--- config.mk ---
export PLATFORM = sky130hd
export DESIGN_NAME = inv_mix_columns_seq
export DESIGN_NICKNAME = d
export VERILOG_FILES = /design/src/rtl/inv_mix_columns_seq_pkg.sv /design/src/rtl/inv_mix_columns_seq_inv_col_mult.sv /design/src/rtl/inv_mix_columns_seq.sv
export SDC_FILE = /design/constraint.sdc
export NUM_CORES = 1
export LEC_CHECK = 0
export ABC_AREA = 1
export CELL_PAD_IN_SITES_DETAIL_PLACEMENT = 1
export CELL_PAD_IN_SITES_GLOBAL_PLACEMENT = 1
export CORE_MARGIN = 2
export CORE_UTILIZATION = 38
export DETAILED_ROUTE_END_ITERATION = 10
export HOLD_SLACK_MARGIN = 0.15
export PLACE_DENSITY = 0.77
export SLEW_MARGIN = 40
export SYNTH_ARGS = -nofsm -noshare
export SYNTH_HDL_FRONTEND = slang
export SYNTH_SLANG_ARGS = --single-unit
--- constraint.sdc ---
create_clock -name Clk -period 3.8 [get_ports Clk]
set_clock_uncertainty 0.1 [all_clocks]
set_input_delay 0.57 -clock Clk [delete_from_list [all_inputs] [get_ports Clk]]
set_output_delay 0.57 -clock Clk [all_outputs]
set_load 0.1 [all_outputs]
--- src/rtl/inv_mix_columns_seq_pkg.sv ---
// Shared AES geometry, GF(2^8) reduction constant, FSM encoding and the
// constant-multiply helpers used by the InvMixColumns datapath.
package inv_mix_columns_seq_pkg;

  localparam int AES_BYTE = 8;
  localparam int AES_WORD = 32;
  localparam int AES_NB   = 128;

  localparam logic [7:0] RED_POLY = 8'h1B;

  localparam logic [1:0] ST_IDLE = 2'd0;
  localparam logic [1:0] ST_BUSY = 2'd1;
  localparam logic [1:0] ST_DONE = 2'd2;

  function automatic logic [7:0] xtime(input logic [7:0] b);
    return {b[6:0], 1'b0} ^ (b[7] ? RED_POLY : 8'h00);
  endfunction

  // Inverse-matrix coefficients expressed as sums of b, 2b, 4b and 8b.
  function automatic logic [7:0] mul9(input logic [7:0] b);
    return xtime(xtime(xtime(b))) ^ b;
  endfunction

  function automatic logic [7:0] mul11(input logic [7:0] b);
    return xtime(xtime(xtime(b))) ^ xtime(b) ^ b;
  endfunction

  function automatic logic [7:0] mul13(input logic [7:0] b);
    return xtime(xtime(xtime(b))) ^ xtime(xtime(b)) ^ b;
  endfunction

  function automatic logic [7:0] mul14(input logic [7:0] b);
    return xtime(xtime(xtime(b))) ^ xtime(xtime(b)) ^ xtime(b);
  endfunction

endpackage

--- src/rtl/inv_mix_columns_seq_inv_col_mult.sv ---
// Combinational InvMixColumns of a single column; byte 0 is the column MSB.
module inv_col_mult
  import inv_mix_columns_seq_pkg::*;
#(
  parameter int BYTE = AES_BYTE,
  parameter int WORD = AES_WORD
) (
  input  logic [WORD-1:0] col_i,
  output logic [WORD-1:0] col_o
);

  logic [BYTE-1:0] s0, s1, s2, s3;

  assign s0 = col_i[WORD-1          -: BYTE];
  assign s1 = col_i[WORD-1-BYTE     -: BYTE];
  assign s2 = col_i[WORD-1-2*BYTE   -: BYTE];
  assign s3 = col_i[WORD-1-3*BYTE   -: BYTE];

  assign col_o = {mul14(s0) ^ mul11(s1) ^ mul13(s2) ^ mul9(s3),
                  mul9(s0)  ^ mul14(s1) ^ mul11(s2) ^ mul13(s3),
                  mul13(s0) ^ mul9(s1)  ^ mul14(s2) ^ mul11(s3),
                  mul11(s0) ^ mul13(s1) ^ mul9(s2)  ^ mul14(s3)};

endmodule

--- src/rtl/inv_mix_columns_seq.sv ---
// Sequential AES InvMixColumns: one column per cycle through a single shared
// column multiplier, valid/ready handshake on both sides.
module inv_mix_columns_seq
  import inv_mix_columns_seq_pkg::*;
#(
  parameter int BYTE = AES_BYTE,
  parameter int WORD = AES_WORD,
  parameter int Nb   = AES_NB
) (
  input  logic          Clk,
  input  logic          Reset_N,
  input  logic          In_Valid,
  output logic          In_Ready,
  input  logic [Nb-1:0] In_State,
  output logic          Out_Valid,
  input  logic          Out_Ready,
  output logic [Nb-1:0] Out_State
);

  logic [1:0]      fsm_q, fsm_d;
  logic [1:0]      cnt_q, cnt_d;
  logic [Nb-1:0]   state_q, state_d;
  logic [Nb-1:0]   out_state_q, out_state_d;
  logic [WORD-1:0] col_in, col_out;

  inv_col_mult #(.BYTE(BYTE), .WORD(WORD)) u_col (
    .col_i(col_in),
    .col_o(col_out)
  );

  always_comb begin
    col_in = state_q[Nb-1 -: WORD];
    unique case (cnt_q)
      2'd0: col_in = state_q[Nb-1          -: WORD];
      2'd1: col_in = state_q[Nb-1-WORD     -: WORD];
      2'd2: col_in = state_q[Nb-1-2*WORD   -: WORD];
      2'd3: col_in = state_q[Nb-1-3*WORD   -: WORD];
      default: col_in = state_q[Nb-1 -: WORD];
    endcase
  end

  always_comb begin
    fsm_d       = fsm_q;
    cnt_d       = cnt_q;
    state_d     = state_q;
    out_state_d = out_state_q;
    unique case (fsm_q)
      ST_IDLE: begin
        if (In_Valid) begin
          state_d = In_State;
          cnt_d   = 2'd0;
          fsm_d   = ST_BUSY;
        end
      end
      ST_BUSY: begin
        unique case (cnt_q)
          2'd0: state_d[Nb-1          -: WORD] = col_out;
          2'd1: state_d[Nb-1-WORD     -: WORD] = col_out;
          2'd2: state_d[Nb-1-2*WORD   -: WORD] = col_out;
          2'd3: state_d[Nb-1-3*WORD   -: WORD] = col_out;
          default: state_d = state_q;
        endcase
        cnt_d = cnt_q + 2'd1;
        // Result is published only once complete, so Out_State never shows a partial state.
        if (cnt_q == 2'd3) begin
          out_state_d = state_d;
          fsm_d       = ST_DONE;
        end
      end
      ST_DONE: begin
        if (Out_Ready) fsm_d = ST_IDLE;
      end
      default: fsm_d = ST_IDLE;
    endcase
  end

  always_ff @(posedge Clk) begin
    if (!Reset_N) begin
      fsm_q       <= ST_IDLE;
      cnt_q       <= 2'd0;
      state_q     <= '0;
      out_state_q <= '0;
    end else begin
      fsm_q       <= fsm_d;
      cnt_q       <= cnt_d;
      state_q     <= state_d;
      out_state_q <= out_state_d;
    end
  end

  assign In_Ready  = (fsm_q == ST_IDLE);
  assign Out_Valid = (fsm_q == ST_DONE);
  assign Out_State = out_state_q;

endmodule

==> flow_summary.json <==
{
  "fin_cells": 3838,
  "synth_top_family_by_area": "simple AND/OR/NAND/NOR gates",
  "grt_max_degree": 150,
  "final_util_pct": 51.4,
  "die_h_um": 217,
  "core.rowCount": 78,
  "path_clk_slew_ns": 0.06,
  "route.detailed.drc": 0,
  "synth_edf_count": 0,
  "clock-sinks": 260,
  "finalSetupViolations": 0,
  "firstDrtPassIters": 5,
  "syn_nets": 2901,
  "synth_area_leaders": "dfxtp_1, nand2_1, nand3_1",
  "vias_per_cell": 5.60,
  "critPathKind": "flop to flop",
  "cts_root_buf": "clkbuf_16",
  "num_vias": 21507,
  "grtUsageTotal_pct": 39.7,
  "die_x_um": 217,
  "clockBufferDepth": 3,
  "drv_slew": 0,
  "rsz0062_at_grt": "true",
  "clk_latency_ns": 0.62,
  "dp_cells": 3775,
  "drive_above_1_share_pct": 20.3,
  "crit_fanout": 15,
  "fin_tns_setup_ns": 0,
  "grt_pass1_vias": 21740,
  "antenna_found_initial": 2,
  "synth-compound-area-share_pct": 17.0,
  "hpwlAfterDp_um": 75000,
  "syn_area_per_cell_um2": 6.25,
  "power_density_nw_per_um2": 804,
  "endpoint_kind": "flop",
  "drt-initial-drc-count": 1922,
  "wl_per_cell_um": 25.1,
  "final_hold_viol_count": 0,
  "io_buffers": 261,
  "wirelength_um": 96200,
  "gp_congestion": 1.02,
  "max_freq_mhz": 270,
  "mostFrequentLayoutCells": "nand2_1, buf_4, dfxtp_1, nand3_1, nor2_1",
  "postSynthCellCount": 2764,
  "min_period_ns": 3.70,
  "fin_nets": 3350,
  "arrival_ns": 4.03,
  "fin_crit_sh_pct": 97.4,
  "cts_inserted_buffers": 30,
  "outcome": "finished clean",
  "syn_to_final_growth_pct": 34.2,
  "p_leak_nw": 11.2,
  "synth-main-ff-cell": "dfxtp_1",
  "grt_pass1_wl_um": 139000,
  "yosys_warnings": 0,
  "ys_seq_area_share_pct": 30.1,
  "netlist_area_um2": 17300,
  "grt_overflow": 0,
  "htree_num_levels": 1,
  "synthXorXnorAreaFrac_pct": 5.53,
  "critPathRequiredTime_ns": 4.13,
  "hold_class": "input port to flop",
  "cap_violations": 0,
  "synthMuxAreaShare_pct": 0,
  "start_util_pct": 38.3,
  "slew_headroom_pct": 38.6,
  "core_area_um2": 45100,
  "ant_nets": 0,
  "ys_ff_latch": 260,
  "hold_slack_ns": 0.266,
  "vdd_drop_max_mv": 0.698,
  "synthAdderAreaFrac_pct": 0.362,
  "worst_slew_pin_slew_ns": 0.920,
  "startpoint_type": "flop",
  "io_pins": 262,
  "die_area_um2": 47200,
  "cts_tree": "done",
  "fin_ws_ns": 0.0978,
  "synth.distinct_cells": 56,
  "post-place-ws_ns": -0.216,
  "fill_cells": 6039,
  "layout_commonest_cell": "nand2_1",
  "yosys.area_share.simple_pct": 39.2,
  "async_reset_ff_share_pct": 0,
  "synth_top_cell_by_area": "dfxtp_1",
  "netlist.area_leader.share_pct": 30.1
}
-- synthesized netlist by cell type, types with 11 or more instances --
cell type	count
nand2_1	1006
dfxtp_1	260
nand3_1	253
nor2_1	244
inv_1	151
a21oi_1	141
o21ai_0	121
clkbuf_1	109
xor2_1	69
o211ai_1	63
a31oi_1	62
nand2_2	41
xnor2_1	27
inv_2	16
nor2_2	14
buf_2	13
o21bai_1	11
-- metrics by stage --
step	power, mW	instance area [µm²]
floorplan	7.84	17300
global placement	15.0	22600
detailed placement	15.2	21900
CTS	18.2	23000
global route	19.3	23200
finish	18.6	23200
-- logic make-up after synthesis --
| kind of cell | Yosys count |
|---|---|
| flops | 260 |
| xor+xnor | 103 |
| simple gates | 1611 |
| compound gates | 466 |
| fa+ha+maj | 5 |
| buf+inv | 319 |
-- report_power, final --
part | leakage, nW | internal [mW] | total (mW) | switching [mW]
logic | 8.57 | 4.75 | 12.6 | 7.82
clock network | 0.490 | 1.69 | 2.96 | 1.27
registers | 2.13 | 2.90 | 3.10 | 0.205
-- registers in the layout, summed over array words and instances (netlist names) --
signal,flops
Out_State,128
fsm_q,2
cnt_q,2
state_q,128
-- worst paths after layout --
path	startpoint	end	slack [ns]	cells past startpoint
max	cnt_q[0]	state_q[77]	0.1	21
min	Reset_N	Out_State[52]	0.27	3
max reg2reg	cnt_q[0]	state_q[77]	0.1	21
min reg2reg	state_q[32]	state_q[32]	0.37	2
-- routing by layer --
metal	part of all wire [%]	routed length, µm	track usage, %	vias to the layer above
met3	8.3	7960	8.16	215
met2	44	42200	61.6	915
li1	-	-	-	9849
met4	6.4	6110	22.9	2
met1	41	39900	51.0	10526
met5	0.011	11	0	-
-- layout make-up --
type	instances	area [µm²]	area share, %
Antenna cell	4	10.0	0.0432
Clock buffer	44	893	3.85
Clock inverter	9	101	0.437
Inverter	171	651	2.81
Multi-Input combinational cell	2185	10900	47.1
Sequential cell	260	5210	22.5
Tap cell	600	751	3.24
Timing Repair Buffer	565	4650	20.1
-- worst max-delay path: stages, from the launching register on --
cell      delay, ns
dfxtp_2        0.39
inv_1          0.11
ha_2           0.22
buf_4          0.20
nand2_1        0.08
nand2_1        0.20
o21bai_2       0.33
nand2_1        0.12
nand2_1        0.15
nand2_1        0.08
nand2_2        0.22
xor2_2         0.25
buf_4          0.16
inv_1          0.03
nand2_1        0.10
nand2_1        0.07
nand2_1        0.10
nand2_2        0.20
nand2_1        0.15
nand3_1        0.07
nand2_1        0.10
a21oi_1        0.07
-- what timing repair did --
action | 4_1_cts | 5_1_grt
cloned | 0 | 1
endpoints found under the setup margin | 13 | 98
resized for setup | 6 | 32
pin swaps | 0 | 6
setup buffers | 0 | 5
hold buffers | 0 | 0
(Power assumes the default switching activity.)
==> RTL change, RTL diff (config.mk and constraints unchanged) <==
Make the reset (`Reset_N`) asynchronous in one clocked block.
--- a/src/rtl/inv_mix_columns_seq.sv
+++ b/src/rtl/inv_mix_columns_seq.sv
@@ -75,5 +75,5 @@
   end
 
-  always_ff @(posedge Clk) begin
+  always_ff @(posedge Clk or negedge Reset_N) begin
     if (!Reset_N) begin
       fsm_q       <= ST_IDLE;
Behaviour: differs if Reset_N is asserted again (counterexample within 4 cycles, from zero or initial values and one cycle with Reset_N low); with Reset_N held inactive, the same outputs for 4 cycles.
==> RTL change against the unedited design <==
  * Maximum frequency decreased by 1.7%
  * Final area is 2.9% higher
  * Synthesized area increased by 5.1%
  * Wire length decreased by 1.9%
  * Final cell count rose by 2.5%
  * Worst setup slack lost 0.064 ns
  * Count of clock-buffer cells in the layout increased by 5
  * Sequential cell count did not move
  * Largest cell class unchanged
  * Highest routed layer unchanged
Power is left out: the tool's default activity adds up to more than one toggle a clock period on the data nets, which glitch-free logic cannot reach.
==> RTL change: results (changes against the unedited design) <==
| Metric | Value |
|---|---|
| Vias | `21,600 (was 21,500)` |
| Final setup fails | `0 (unchanged)` |
| R2R Setup Slk | `0.03 ns (was 0.1 ns)` |
| Initial antenna violation count | `3 (was 2)` |
| Final GP Congestion | `1.00 (was 1.02)` |
| Post-synth ARST share | `100% (was 0%)` |
| Top cells by count, synth | `1,392 x nand2_1, 284 x nor2_1, 260 x dfrtp_1 (was 1,006 x nand2_1, 260 x dfxtp_1, 253 x nand3_1)` |
| FF-to-FF End | `state_q[57] (was state_q[77])` |
| Nets | `3,430 (was 3,350)` |
| Hold depth | `2 (was 3)` |
| Drt wl/cell | `24.0 um (was 25.1 um)` |
| Final period util | `99.1% (was 97.4%)` |
| Dominant synthesized flop cell | `dfrtp_1 (was dfxtp_1)` |
| CP max stage cell | `dfrtp_1 (was dfxtp_2)` |
| Synth Net Count | `2,999 (was 2,901)` |
| Crit Reg-Reg Startpoint | `cnt_q[1] (was cnt_q[0])` |
| Hold endpoint | `Out_State[85] (was Out_State[52])` |
| Hold_ws | `0.375 ns (was 0.266 ns)` |
| Area contributors post-synth | `dfrtp_1 36%, nand2_1 29%, nor2_1 5.9% (was dfxtp_1 30%, nand2_1 22%, nand3_1 7.3%)` |
| Number of synthesized flops with an enable pin | `0 (unchanged)` |
| Dpl hpwl | `72.0 mm (was 75.0 mm)` |
| Clock Latency Late Sink | `0.57 ns (was 0.62 ns)` |
| Status | `finished clean (unchanged)` |
| Worst Hold Class | `reg2reg (was in2reg)` |
| 1st-iter DRT viols | `2,020 (was 1,922)` |
| GRT Overall Usage | `37.6% (was 39.7%)` |
| Yosys cell types | `47 (was 56)` |
| Arr. time, crit path | `4.12 ns (was 4.03 ns)` |
| Relative slew slack | `45.3% (was 38.6%)` |
| Pre-CTS setup slack | `-0.0916 ns (was -0.216 ns)` |
| Share of cells above drive strength 1 | `16.8% (was 20.3%)` |
| Share of the yosys chip area belonging to registers | `35.8% (was 30.1%)` |
| Finished Layout Cells | `3,933 (was 3,838)` |
| First-pass GRT wire length | `140 mm (was 139 mm)` |
| FILL cells | `6,310 (was 6,039)` |
| Drt pass-1 iters | `5 (unchanged)` |
| Yosys warning count | `0 (unchanged)` |
| CTS H-tree lvls | `2 (was 1)` |
| R2R depth | `19 (was 21)` |
| Placed inst area | `22,500 sq um (was 21,900 sq um)` |
| Hold Crit Start | `Out_State[85] (was Reset_N)` |
| Cts bufs inserted | `34 (was 30)` |
| Gate count of the mapped netlist | `2,862 (was 2,764)` |
| Slowest cell delay on critical path | `0.42 ns (was 0.39 ns)` |
| Root buffer cell | `clkbuf_16 (unchanged)` |
| Pin count of the biggest net entering global routing | `115 (was 150)` |
| Crit Path Max Fanout | `15 (unchanged)` |
## RTL change: cell count changes after synthesis, moves of 40 or more
cell,unedited run,this run
nor2_1,244,284
nand3_1,253,190
nand2_1,1006,1392
o21ai_0,121,69
dfrtp_1,0,260
dfxtp_1,260,0
o211ai_1,63,0
## RTL change: per-layer routing
metal | wire, um | vias up | track usage, % | part of all wire (%)
met5 | 11 | - | 0 | 0.012
met4 | 4900 | 2 | 17.8 | 5.2
li1 | - | 9832 | - | -
met1 | 39300 | 10700 | 48.1 | 42
met2 | 44300 | 864 | 62.6 | 47
met3 | 5930 | 192 | 5.22 | 6.3
## RTL change: worst max path at each step
stage,startpoint,end
global placement,cnt_q[0],Out_State[113]
global route,cnt_q[0],state_q[3]
finish,cnt_q[1],state_q[57]
floorplan,cnt_q[0],Out_State[12]
detailed placement,cnt_q[0],Out_State[34]
CTS,cnt_q[0],state_q[57]
## RTL change: cell type report
cell class              count  area (sq um)  share of cell area (%)
clock inverters            10          75.1                   0.315
repair buffers            520          4190                    17.6
multi-input cells        2336         10700                    45.1
well taps                 615           769                    3.23
diodes                      2          5.00                  0.0210
flip-flops and latches    260          6510                    27.3
inverters                 141           542                    2.27
clock buffers              49          1010                    4.23
## RTL change: kinds of logic after synthesis
group | synth area share [%]
simple gates | 41.9
compound gates | 9.64
buf+inv | 6.10
flops | 35.8
xor+xnor | 6.22
fa+ha+maj | 0.345
## RTL change: what timing repair did
item                                    4_1_cts  5_1_grt
endpoints found under the setup margin       45      170
resized for setup                             4       38
hold buffers                                  1        0
hold endpoints to repair                     88        0
setup buffers                                 0        9
pin swaps                                     0        4
cloned                                        0        0
